[src/rtl/bist_response_analyzer.sv]
// Purpose : BIST receive end; skips warm-up beats, compacts circuit-under-test
//           responses into a MISR signature and compares it against a golden value.
// Latency : SIGNATURE/COUNT update the edge after each accepted beat; DONE/PASS
//           become valid the cycle after the last compacted beat.
// Backpressure: none. Every RESP_VALID beat is consumed in WARMUP/COMPACT, and
//           beats arriving in IDLE/DONE are dropped.
//
// Ports:
//   CK          clock, rising edge
//   RST         synchronous active-high reset
//   START       one-cycle run request (honoured in IDLE or DONE only)
//   GOLDEN      expected signature, captured with an accepted START
//   RESP_VALID  RESP holds a valid response beat
//   RESP        response beat, LSB-aligned circuit primary outputs
//   BUSY        run in progress (WARMUP or COMPACT)
//   DONE        run finished; level held until START or RST
//   PASS        final signature matched GOLDEN (only ever set while DONE)
//   SIGNATURE   live MISR contents
//   COUNT       beats compacted in the current run

module bist_response_analyzer #(
  parameter int                 WIDTH        = 4,
  parameter int                 SIG_W        = 16,
  parameter logic [SIG_W-1:0]   POLY         = 16'h1021,
  parameter int                 NUM_PATTERNS = 64,
  parameter int                 WARMUP       = 2,
  localparam int                CNT_W        = $clog2(NUM_PATTERNS + 1)
) (
  input  logic                  CK,
  input  logic                  RST,
  input  logic                  START,
  input  logic [SIG_W-1:0]      GOLDEN,
  input  logic                  RESP_VALID,
  input  logic [WIDTH-1:0]      RESP,
  output logic                  BUSY,
  output logic                  DONE,
  output logic                  PASS,
  output logic [SIG_W-1:0]      SIGNATURE,
  output logic [CNT_W-1:0]      COUNT
);

  // A zero warm-up never reaches the WARMUP state, but the counter still
  // needs at least one bit to stay a legal vector.
  localparam int                WARM_W    = (WARMUP > 0) ? $clog2(WARMUP + 1) : 1;
  localparam logic [WARM_W-1:0] WARM_INIT = WARM_W'(WARMUP);
  localparam logic [CNT_W-1:0]  LAST_CNT  = CNT_W'(NUM_PATTERNS - 1);

  typedef enum logic [1:0] {
    S_IDLE    = 2'd0,
    S_WARMUP  = 2'd1,
    S_COMPACT = 2'd2,
    S_DONE    = 2'd3
  } state_t;

  state_t              state_q, state_d;
  logic [WARM_W-1:0]   warm_q,  warm_d;
  logic [SIG_W-1:0]    sig_q,   sig_d;
  logic [CNT_W-1:0]    cnt_q,   cnt_d;
  logic [SIG_W-1:0]    gold_q,  gold_d;
  logic                pass_q,  pass_d;

  logic [SIG_W-1:0]    resp_ext;
  logic [SIG_W-1:0]    misr_nxt;

  // One MISR step: shift left, fold the outgoing MSB back through the
  // polynomial taps, then inject the response beat.
  always_comb begin
    resp_ext = SIG_W'(RESP);
    misr_nxt = {sig_q[SIG_W-2:0], 1'b0} ^ (sig_q[SIG_W-1] ? POLY : '0) ^ resp_ext;
  end

  // Next-state and datapath control.
  always_comb begin
    state_d = state_q;
    warm_d  = warm_q;
    sig_d   = sig_q;
    cnt_d   = cnt_q;
    gold_d  = gold_q;
    pass_d  = pass_q;

    case (state_q)
      S_IDLE, S_DONE: begin
        // A beat arriving together with START is not consumed; the run
        // starts taking beats from the following cycle.
        if (START) begin
          sig_d   = '0;
          cnt_d   = '0;
          pass_d  = 1'b0;
          gold_d  = GOLDEN;
          warm_d  = WARM_INIT;
          state_d = (WARMUP == 0) ? S_COMPACT : S_WARMUP;
        end
      end

      S_WARMUP: begin
        if (RESP_VALID) begin
          warm_d = warm_q - 1'b1;
          if (warm_q == WARM_W'(1)) begin
            state_d = S_COMPACT;
          end
        end
      end

      S_COMPACT: begin
        if (RESP_VALID) begin
          sig_d = misr_nxt;
          cnt_d = cnt_q + 1'b1;
          // Compare against the signature being written this edge so PASS
          // lands together with DONE.
          if (cnt_q == LAST_CNT) begin
            state_d = S_DONE;
            pass_d  = (misr_nxt == gold_q);
          end
        end
      end

      default: begin
        state_d = S_IDLE;
      end
    endcase
  end

  always_ff @(posedge CK) begin
    if (RST) begin
      state_q <= S_IDLE;
      warm_q  <= '0;
      sig_q   <= '0;
      cnt_q   <= '0;
      gold_q  <= '0;
      pass_q  <= 1'b0;
    end else begin
      state_q <= state_d;
      warm_q  <= warm_d;
      sig_q   <= sig_d;
      cnt_q   <= cnt_d;
      gold_q  <= gold_d;
      pass_q  <= pass_d;
    end
  end

  // All outputs come straight from registers.
  assign BUSY      = (state_q == S_WARMUP) || (state_q == S_COMPACT);
  assign DONE      = (state_q == S_DONE);
  assign PASS      = pass_q;
  assign SIGNATURE = sig_q;
  assign COUNT     = cnt_q;

endmodule

[config.mk]
export PLATFORM = sky130hd
export DESIGN_NAME = bist_response_analyzer
export DESIGN_NICKNAME = d
export VERILOG_FILES = /design/src/rtl/bist_response_analyzer.sv
export SDC_FILE = /design/constraint.sdc
export NUM_CORES = 1
export LEC_CHECK = 0
export ABC_AREA = 1
export ABC_CLOCK_PERIOD_IN_PS = 2050
export CORE_MARGIN = 10
export CORE_UTILIZATION = 50
export CTS_CLUSTER_DIAMETER = 40
export CTS_CLUSTER_SIZE = 24
export DETAILED_ROUTE_END_ITERATION = 16
export MAX_ROUTING_LAYER = met4
export PLACE_DENSITY = 0.86
export RECOVER_POWER = 25
export SLEW_MARGIN = 10
export SYNTH_ARGS = -nofsm -noshare
export SYNTH_HDL_FRONTEND = slang
export SYNTH_SLANG_ARGS = --single-unit
[constraint.sdc]
create_clock -name CK -period 2.05 [get_ports CK]
set_input_delay 0.5125 -clock CK [delete_from_list [all_inputs] [get_ports CK]]
set_output_delay 0.5125 -clock CK [all_outputs]
set_load 0.05 [all_outputs]
### Word level (Yosys, flattened, before mapping)

Index checks and enable logic that the tools add are counted.

| operators by class | value |
|---|---|
| eq/ne operators | 11 |
| reductions and logical operators | 10 |
| add/sub/neg operators | 2 |
| muxes and demuxes | 20 |
| bitwise operators | 2 |

Operators with widths:

| kind | count |
|---|---|
| $mux W16 | 2 |
| $pmux W16 S2 | 1 |
| $eq A16 B16 Y1 | 1 |
| $xor A16 B13 Y16 | 1 |
| $xor A16 B4 Y16 | 1 |
| $mux W2 | 7 |
| $mux W7 | 2 |
| $pmux W7 S2 | 1 |
| $mux W13 | 1 |
| $ne A2 B2 Y1 const B | 5 |
| $add A7 B1 Y7 const B | 1 |
| $eq A7 B6 Y1 const B | 1 |
| $pmux W2 S3 | 1 |
| $reduce_and A3 Y1 | 2 |
| $reduce_and A5 Y1 | 1 |
| $eq A2 B1 Y1 const B | 2 |
| $eq A2 B2 Y1 const B | 2 |
| $pmux W2 S2 | 1 |
| $reduce_and A4 Y1 | 1 |
| $reduce_bool A2 Y1 | 2 |
| $mux W1 | 3 |
| $logic_not A2 Y1 | 1 |
| $pmux W1 S2 | 1 |
| $reduce_and A2 Y1 | 1 |
| other kinds (3) | 3 |

| storage, ports and cells | value |
|---|---|
| flip-flop bits (word level) | 44 |

### Logic depth before layout (Yosys ltp)

Gate-level depths: netlist (run 1).

| logic depth | value |
|---|---|
| depth in word-level cells | 7 |
| mapped depth | 10 |
| mapped depth without buffers | 10 |

### Worst setup path after synthesis (run 1)

OpenSTA, ideal clock, no wires.

| path | value |
|---|---|
| path kind | register to output |
| from | reg state_q[0] |
| to | out BUSY |
| stages on the path, launching flop included | 4 |
| path buffers | 0 |
| data arrival time | 1,103 ps |
| path slack | 434 ps |
| data required time | 1,537 ps |
| cells stage by stage | dfxtp_1 inv_1 ha_1 inv_1 |

| on the way | value |
|---|---|
| longest elaborated chain between the ends | 2 |

RTL lines:

| element | line | RTL |
|---|---|---|
| start, declared | 55 | `state_t state_q, state_d;` |
| start signal, assigned | 132 | `state_q <= state_d;` |
| $eq A2 B1 Y1 / $eq A2 B2 Y1 (equally long branches) | 142 | `assign BUSY = (state_q == S_WARMUP) \|\| (state_q == S_COMPACT);` |
| $logic_or A1 B1 Y1 * | 142 |  |
| end, declared | 35 | `output logic BUSY,` |

Every way passes the cells marked *; elsewhere a longest branch is shown, timed or not.

### Worst setup path in the final report (run 1)

| path | value |
|---|---|
| from | reg pass_q, in the netlist PASS |
| to | out PASS |

RTL lines:

| element | line | RTL |
|---|---|---|
| start, declared | 60 | `logic pass_q, pass_d;` |
| start signal, assigned | 137 | `pass_q <= pass_d;` |
| end, declared | 37 | `output logic PASS,` |

No word-level cell between the ends.

==> results.txt, run 1 <==
Root Driver = clkbuf_8
Comb power frac = 0.419
Max Cap Viol = 0
Share of Yosys cell area claimed by the top area cell type = 0.406
Placed Area = 2650 um^2
Design area = 2700 um^2
Register area share after synthesis = 0.406
Crit-path cells = clkdlybuf4s50_1
DRC = 0
CP arrival = 1460 ps
Post-DRT Antenna Nets = 0
Crit path max fanout = 2
FF-to-FF path depth = 10
Sw frac = 0.399
Largest area contributor in the netlist = dfxtp_1
Library cells used by synthesis = 24
Hold Path Class = reg -> reg
Initial antenna violation count = 0
Antenna cells = 0
Via count = 2,151
Cells after synthesis = 323
Vias in the first global route = 2,036
Max-slew headroom = 0.588
R2r setup slk = 330 ps
Clock Latency Late Sink = 300 ps
Setup Fix Bufs, Post-CTS = 0
Core ar. = 4090 um^2
Synth top area cells = dfxtp_1 (41%), nand2_1 (18%), inv_1 (8.8%), a21oi_1 (6.9%), a211oi_1 (5.9%)
Clock tree buffer depth = 2
Worst hold slack = 481 ps
Pre-antenna DRT Iters = 4
WL final = 5400 um
Total gr overflow = 0
Commonest cells in the netlist = nand2_1 (104), inv_1 (51), dfxtp_1 (44), a21oi_1 (30), nor2_1 (27)
Row cnt = 23
CTS resizes = 0
Clock Power Share = 0.216
Tcrit/Tclk final = 0.963
Syn_nets = 353
Reg clk slew, reported paths = 80 ps
Post-synth EDFFs = 0
Int Power = 0.00183 W
Vias per inst = 5.06
Kind of cell adding the most delay to the critical path = buffers and inverters
Final setup skew = 7.48 ps
Ys flop type = dfxtp_1
Actual slew at the worst max-slew pin = 621 ps
H-Tree Depth = 2
Avg Cell Area, Syn = 6.71 um^2
Total Nets Final = 404
Worst R2R Start = state_q[0]
Total track usage = 0.148
First-pass GRT wire length = 8980 um
Post-synth ARST share = 0
Max incr delay on CP = 820 ps
Worst Hold Endpoint = warm_q[1]
Post-place setup slack = 111 ps
Cell count of the worst hold path = 2
Status = complete, no violations
Worst R2R End = COUNT[5]
Tmin final = 1970 ps
# hold bufs at CTS = 0
Top-count cell post-synth = nand2_1
Clock tree sinks = 44
Gp weighted congestion = 0.868
PwrDens = 1130 nW/um^2
Psw = 0.00122 W
I/O pin count = 50
1st-iter DRT viols = 90
VDD IR max = 0.630 mV
Share of cells above drive strength 1 = 0.0720
Synth Register Bits = 44
Crit start category = register
Final non-filler cell total = 425
Die Width = 85.9 um
PnR worst setup slack = 75.7 ps
F_max = 506 MHz
WS Path Type = reg -> out
I/O Buffers = 49
Synthesized cell area = 2170 um^2
CTS tree = yes
CTS Buf Count = 5
Part of the power in registers = 0.365
Area Growth Syn to Fin = 24.3%
Fin. max-slew vios = 0
Wire length per cell = 12.7 um
Pin count of the biggest net entering global routing = 31
RSZ-0062 raised after global routing = no
Synth warn = 0
DP Wirelength = 3880 um
# setup viols final = 0
Initial Util = 0.531
Leak = 1.13 nW
Die area = 7370 um^2
Required @ worst endpoint = 1540 ps
Final Hold Vio Count = 0
Die height = 85.9 um
WP buf/inv = 1
Slowest cell on crit path = clkdlybuf4s50_1
Setup TNS = 0 ps
Post-placement cell count = 417
Worst hold start = warm_q[1]
Crit end category = primary output
[flip-flops by register name, indices dropped and copies added, names as in the netlist]
name       count
COUNT          7
PASS           1
SIGNATURE     16
gold_q        16
state_q        2
warm_q         2
[cell usage in the layout, fill, tap and decap left out, drive strengths merged, types with 2 or more instances in the layout]
master         count
ha                 6
inv               53
nor3               2
clkdlybuf4s50     25
nand2            105
buf               12
a21oi             30
a211oi            17
nor2              27
nand3             18
o21ai              4
dfxtp             44
clkbuf            23
or2                2
[power groups by stage]
stage	clock (W)	combinational, W	sequential [W]
floorplan	0	0.000915	0.00118
global placement	0	0.00124	0.00112
detailed placement	0	0.00127	0.00113
CTS	0.000663	0.00128	0.00111
global route	0.000703	0.00143	0.00113
finish	0.000658	0.00128	0.00111
[layout make-up]
type	instances	area [um^2]
Sequential cell	44	881
Timing Repair Buffer	54	417
Multi-Input combinational cell	216	1030
Fill cell	401	1390
Clock inverter	2	35.0
Clock buffer	6	72.6
Tap cell	50	62.6
Inverter	53	199
[kinds of logic after synthesis]
| group | after synthesis | share of synthesized area |
|---|---|---|
| xor gates and xnor gates | 1 | 0.00404 |
| buffers and inverters | 63 | 0.121 |
| adders and majority gates | 6 | 0.0346 |
| and+or+nand+nor | 154 | 0.282 |
| DFF | 44 | 0.406 |
| AOI/OAI and AO/OA | 55 | 0.153 |
[layer usage]
metal  share of wire  GRT usage  vias up
met3           0.052     0.0416        8
met1            0.47      0.170      965
met5               0          -        -
met2            0.47      0.246       59
met4           0.011     0.0404        0
li1                -          -     1119
[per-stage QoR]
step	total power [W]	utilization
after CTS	0.00305	0.675
after global placement	0.00236	0.648
after floorplan	0.00209	-
after detailed placement	0.00239	0.648
after global routing	0.00326	0.660
final	0.00304	0.660
[worst max path at each step]
| stage | startpoint | endpoint | slack, ps | depth (start not counted) |
|---|---|---|---|---|
| floorplan | state_q[0] | BUSY | 430 | 3 |
| global placement | START | COUNT[5] | 190 | 10 |
| detailed placement | START | COUNT[5] | 110 | 10 |
| CTS | PASS | PASS | 70 | 1 |
| global route | PASS | PASS | 30 | 1 |
| finish | PASS | PASS | 80 | 1 |
No activity file was read; power rests on OpenSTA's default activity.
==> run 2: changes to the inputs <==
- CORE_UTILIZATION: 50 -> 40
- PLACE_DENSITY: 0.86 -> 0.72
==> run 2 against run 1 <==
Critical endpoint unchanged. Critical path depth unchanged. Non-clock buffer count down 1. Setup slack worse by 12 ps. First-iteration DRC count down 4.4%. Sequential power about the same. Core utilization down 13 points. Clock power up 4.1%. Die area up 19%. Total power down 0.64%.
==> results.txt, run 2 (synthesis results as in run 1) <==
Status = complete, no violations
Total gr overflow = 0 (unchanged)
Cell count of the worst hold path = 2 (unchanged)
Area of the multi-input gates = 1030 um^2 (-0.24%)
Max Cap Viol = 0 (unchanged)
Required @ worst endpoint = 1540 ps (about the same)
1st-iter DRT viols = 86 (-4.4%)
FF-to-FF path depth = 9 (-1)
Via count = 2,097 (-2.5%)
Post-DRT Antenna Nets = 0 (unchanged)
Leak = 1.13 nW (about the same)
Final setup skew = 10.5 ps (+2.98 ps)
Tmin final = 1990 ps (+11.7 ps)
Tcrit/Tclk final = 0.969 (+0.00572)
# hold bufs at CTS = 0 (unchanged)
First-pass GRT wire length = 8820 um (-1.8%)
H-Tree Depth = 2 (unchanged)
Reg clk slew, reported paths = 80 ps (about the same)
Clock Latency Late Sink = 310 ps (about the same)
Antenna cells = 0 (unchanged)
Commonest non-fill, non-tap cell in the layout = nand2_1
Total track usage = 0.126 (-0.0217)
Final non-filler cell total = 444 (+4.5%)
DP Wirelength = 3910 um (+0.79%)
Crit end category = primary output
Setup TNS = 0 ps (unchanged)
Worst Hold Endpoint = warm_q[1]
Vias per inst = 4.72 (-6.7%)
Hold Path Class = reg -> reg
VDD IR max = 0.655 mV (+4.0%)
Max-slew headroom = 0.569 (-0.0184)
Clock tree buffer depth = 2 (unchanged)
Crit start category = register
Pin count of the biggest net entering global routing = 31 (unchanged)
Crit-path cells = clkdlybuf4s50_1
PwrDens = 1110 nW/um^2 (-1.5%)
Kind of cell adding the most delay to the critical path = buffers and inverters
Actual slew at the worst max-slew pin = 649 ps (+27.7 ps)
DRC = 0 (unchanged)
Fin. max-slew vios = 0 (unchanged)
CP arrival = 1470 ps (about the same)
Total Nets Final = 403 (-0.25%)
WS Path Type = reg -> out
Worst R2R Start = state_q[0]
Initial antenna violation count = 0 (unchanged)
Area Growth Syn to Fin = 25.4%
Slowest cell on crit path = clkdlybuf4s50_1
Sequential cell area = 881 um^2 (unchanged)
Post-placement cell count = 436 (+4.6%)
I/O Buffers = 49 (unchanged)
CTS Buf Count = 5 (unchanged)
WL final = 5240 um (-3.1%)
Fillcell total = 528 (+32%)
R2r setup slk = 260 ps (-70 ps)
Wire length per cell = 11.8 um (-7.3%)
I/O pin count = 50 (unchanged)
Die area = 8770 um^2 (+19%)
Setup Fix Bufs, Post-CTS = 0 (unchanged)
Row cnt = 26 (+13%)
Initial Util = 0.419 (-0.111)
Most frequent cells in the layout = nand2_1 (104), inv_1 (51), dfxtp_1 (44), a21oi_1 (30), nor2_1 (27)
Die height = 93.6 um (+9.1%)
Worst R2R End = SIGNATURE[6]
F_max = 504 MHz (-0.59%)
Clock tree sinks = 44 (unchanged)
RSZ-0062 raised after global routing = no
Gp weighted congestion = 0.805 (-7.2%)
Final Hold Vio Count = 0 (unchanged)
Root Driver = clkbuf_8
# setup viols final = 0 (unchanged)
Share of cells above drive strength 1 = 0.0695 (-0.00248)
Die Width = 93.6 um (+9.1%)
Crit path max fanout = 2 (unchanged)
CTS tree = yes
Pre-antenna DRT Iters = 4 (unchanged)
Core ar. = 5170 um^2 (+27%)
WP buf/inv = 1 (unchanged)
Max incr delay on CP = 810 ps (about the same)
Vias in the first global route = 2,018 (-0.88%)
Worst hold start = warm_q[1]
CTS resizes = 0 (unchanged)
==> run 2: changes by cell type in the layout (fill, tap and decap cells not counted) <==
cell / change
clkinv_2: -1
buf_4: -1
clkbuf_1: -1
ha_1: +1
ha_2: -1
clkinv_4: +2
==> run 2: how the worst max path moves through the flow <==
stage	slack (ps)	depth (start not counted)	endpoint	startpoint
global placement	140	10	COUNT[6]	START
detailed placement	90	10	COUNT[5]	START
global route	10	10	COUNT[5]	state_q[0]
CTS	40	1	PASS	PASS
finish	60	1	PASS	PASS
floorplan	430	3	BUSY	state_q[0]
==> run 2: final cells by class <==
cell class                      instances  area share
Multi-Input combinational cell        216       0.377
Sequential cell                        44       0.324
Timing Repair Buffer                   53       0.150
Inverter                               53      0.0732
Tap cell                               70      0.0322
Clock buffer                            5      0.0253
Clock inverter                          3      0.0175
==> run 2: stage by stage <==
stage               hold WS [ps]  total power, W  utilization  setup WS (ps)  cell area [um^2]
floorplan                    444         0.00209            -            434              2170
global placement             465         0.00235        0.515            139              2670
detailed placement           467         0.00238        0.515           89.6              2670
CTS                          482         0.00307        0.538           35.6              2780
global route                 500         0.00325        0.526           11.4              2720
finish                       474         0.00302        0.526           63.9              2720
==> run 2: report_power, final <==
part	leakage (nW)	total (W)	switching, W	internal (W)
sequential	0.359	0.00111	0.0000932	0.00101
clock	0.0583	0.000685	0.000318	0.000367
combinational	0.709	0.00123	0.000798	0.000436
total	1.13	0.00302	0.00121	0.00182
==> run 2: layer usage <==
| layer | share of wire | GRT usage | vias up |
|---|---|---|---|
| met2 | 0.48 | 0.210 | 32 |
| met5 | 0 | - | - |
| met3 | 0.031 | 0.0272 | 10 |
| met4 | 0.026 | 0.0684 | 0 |
| met1 | 0.46 | 0.138 | 938 |
| li1 | - | - | 1117 |
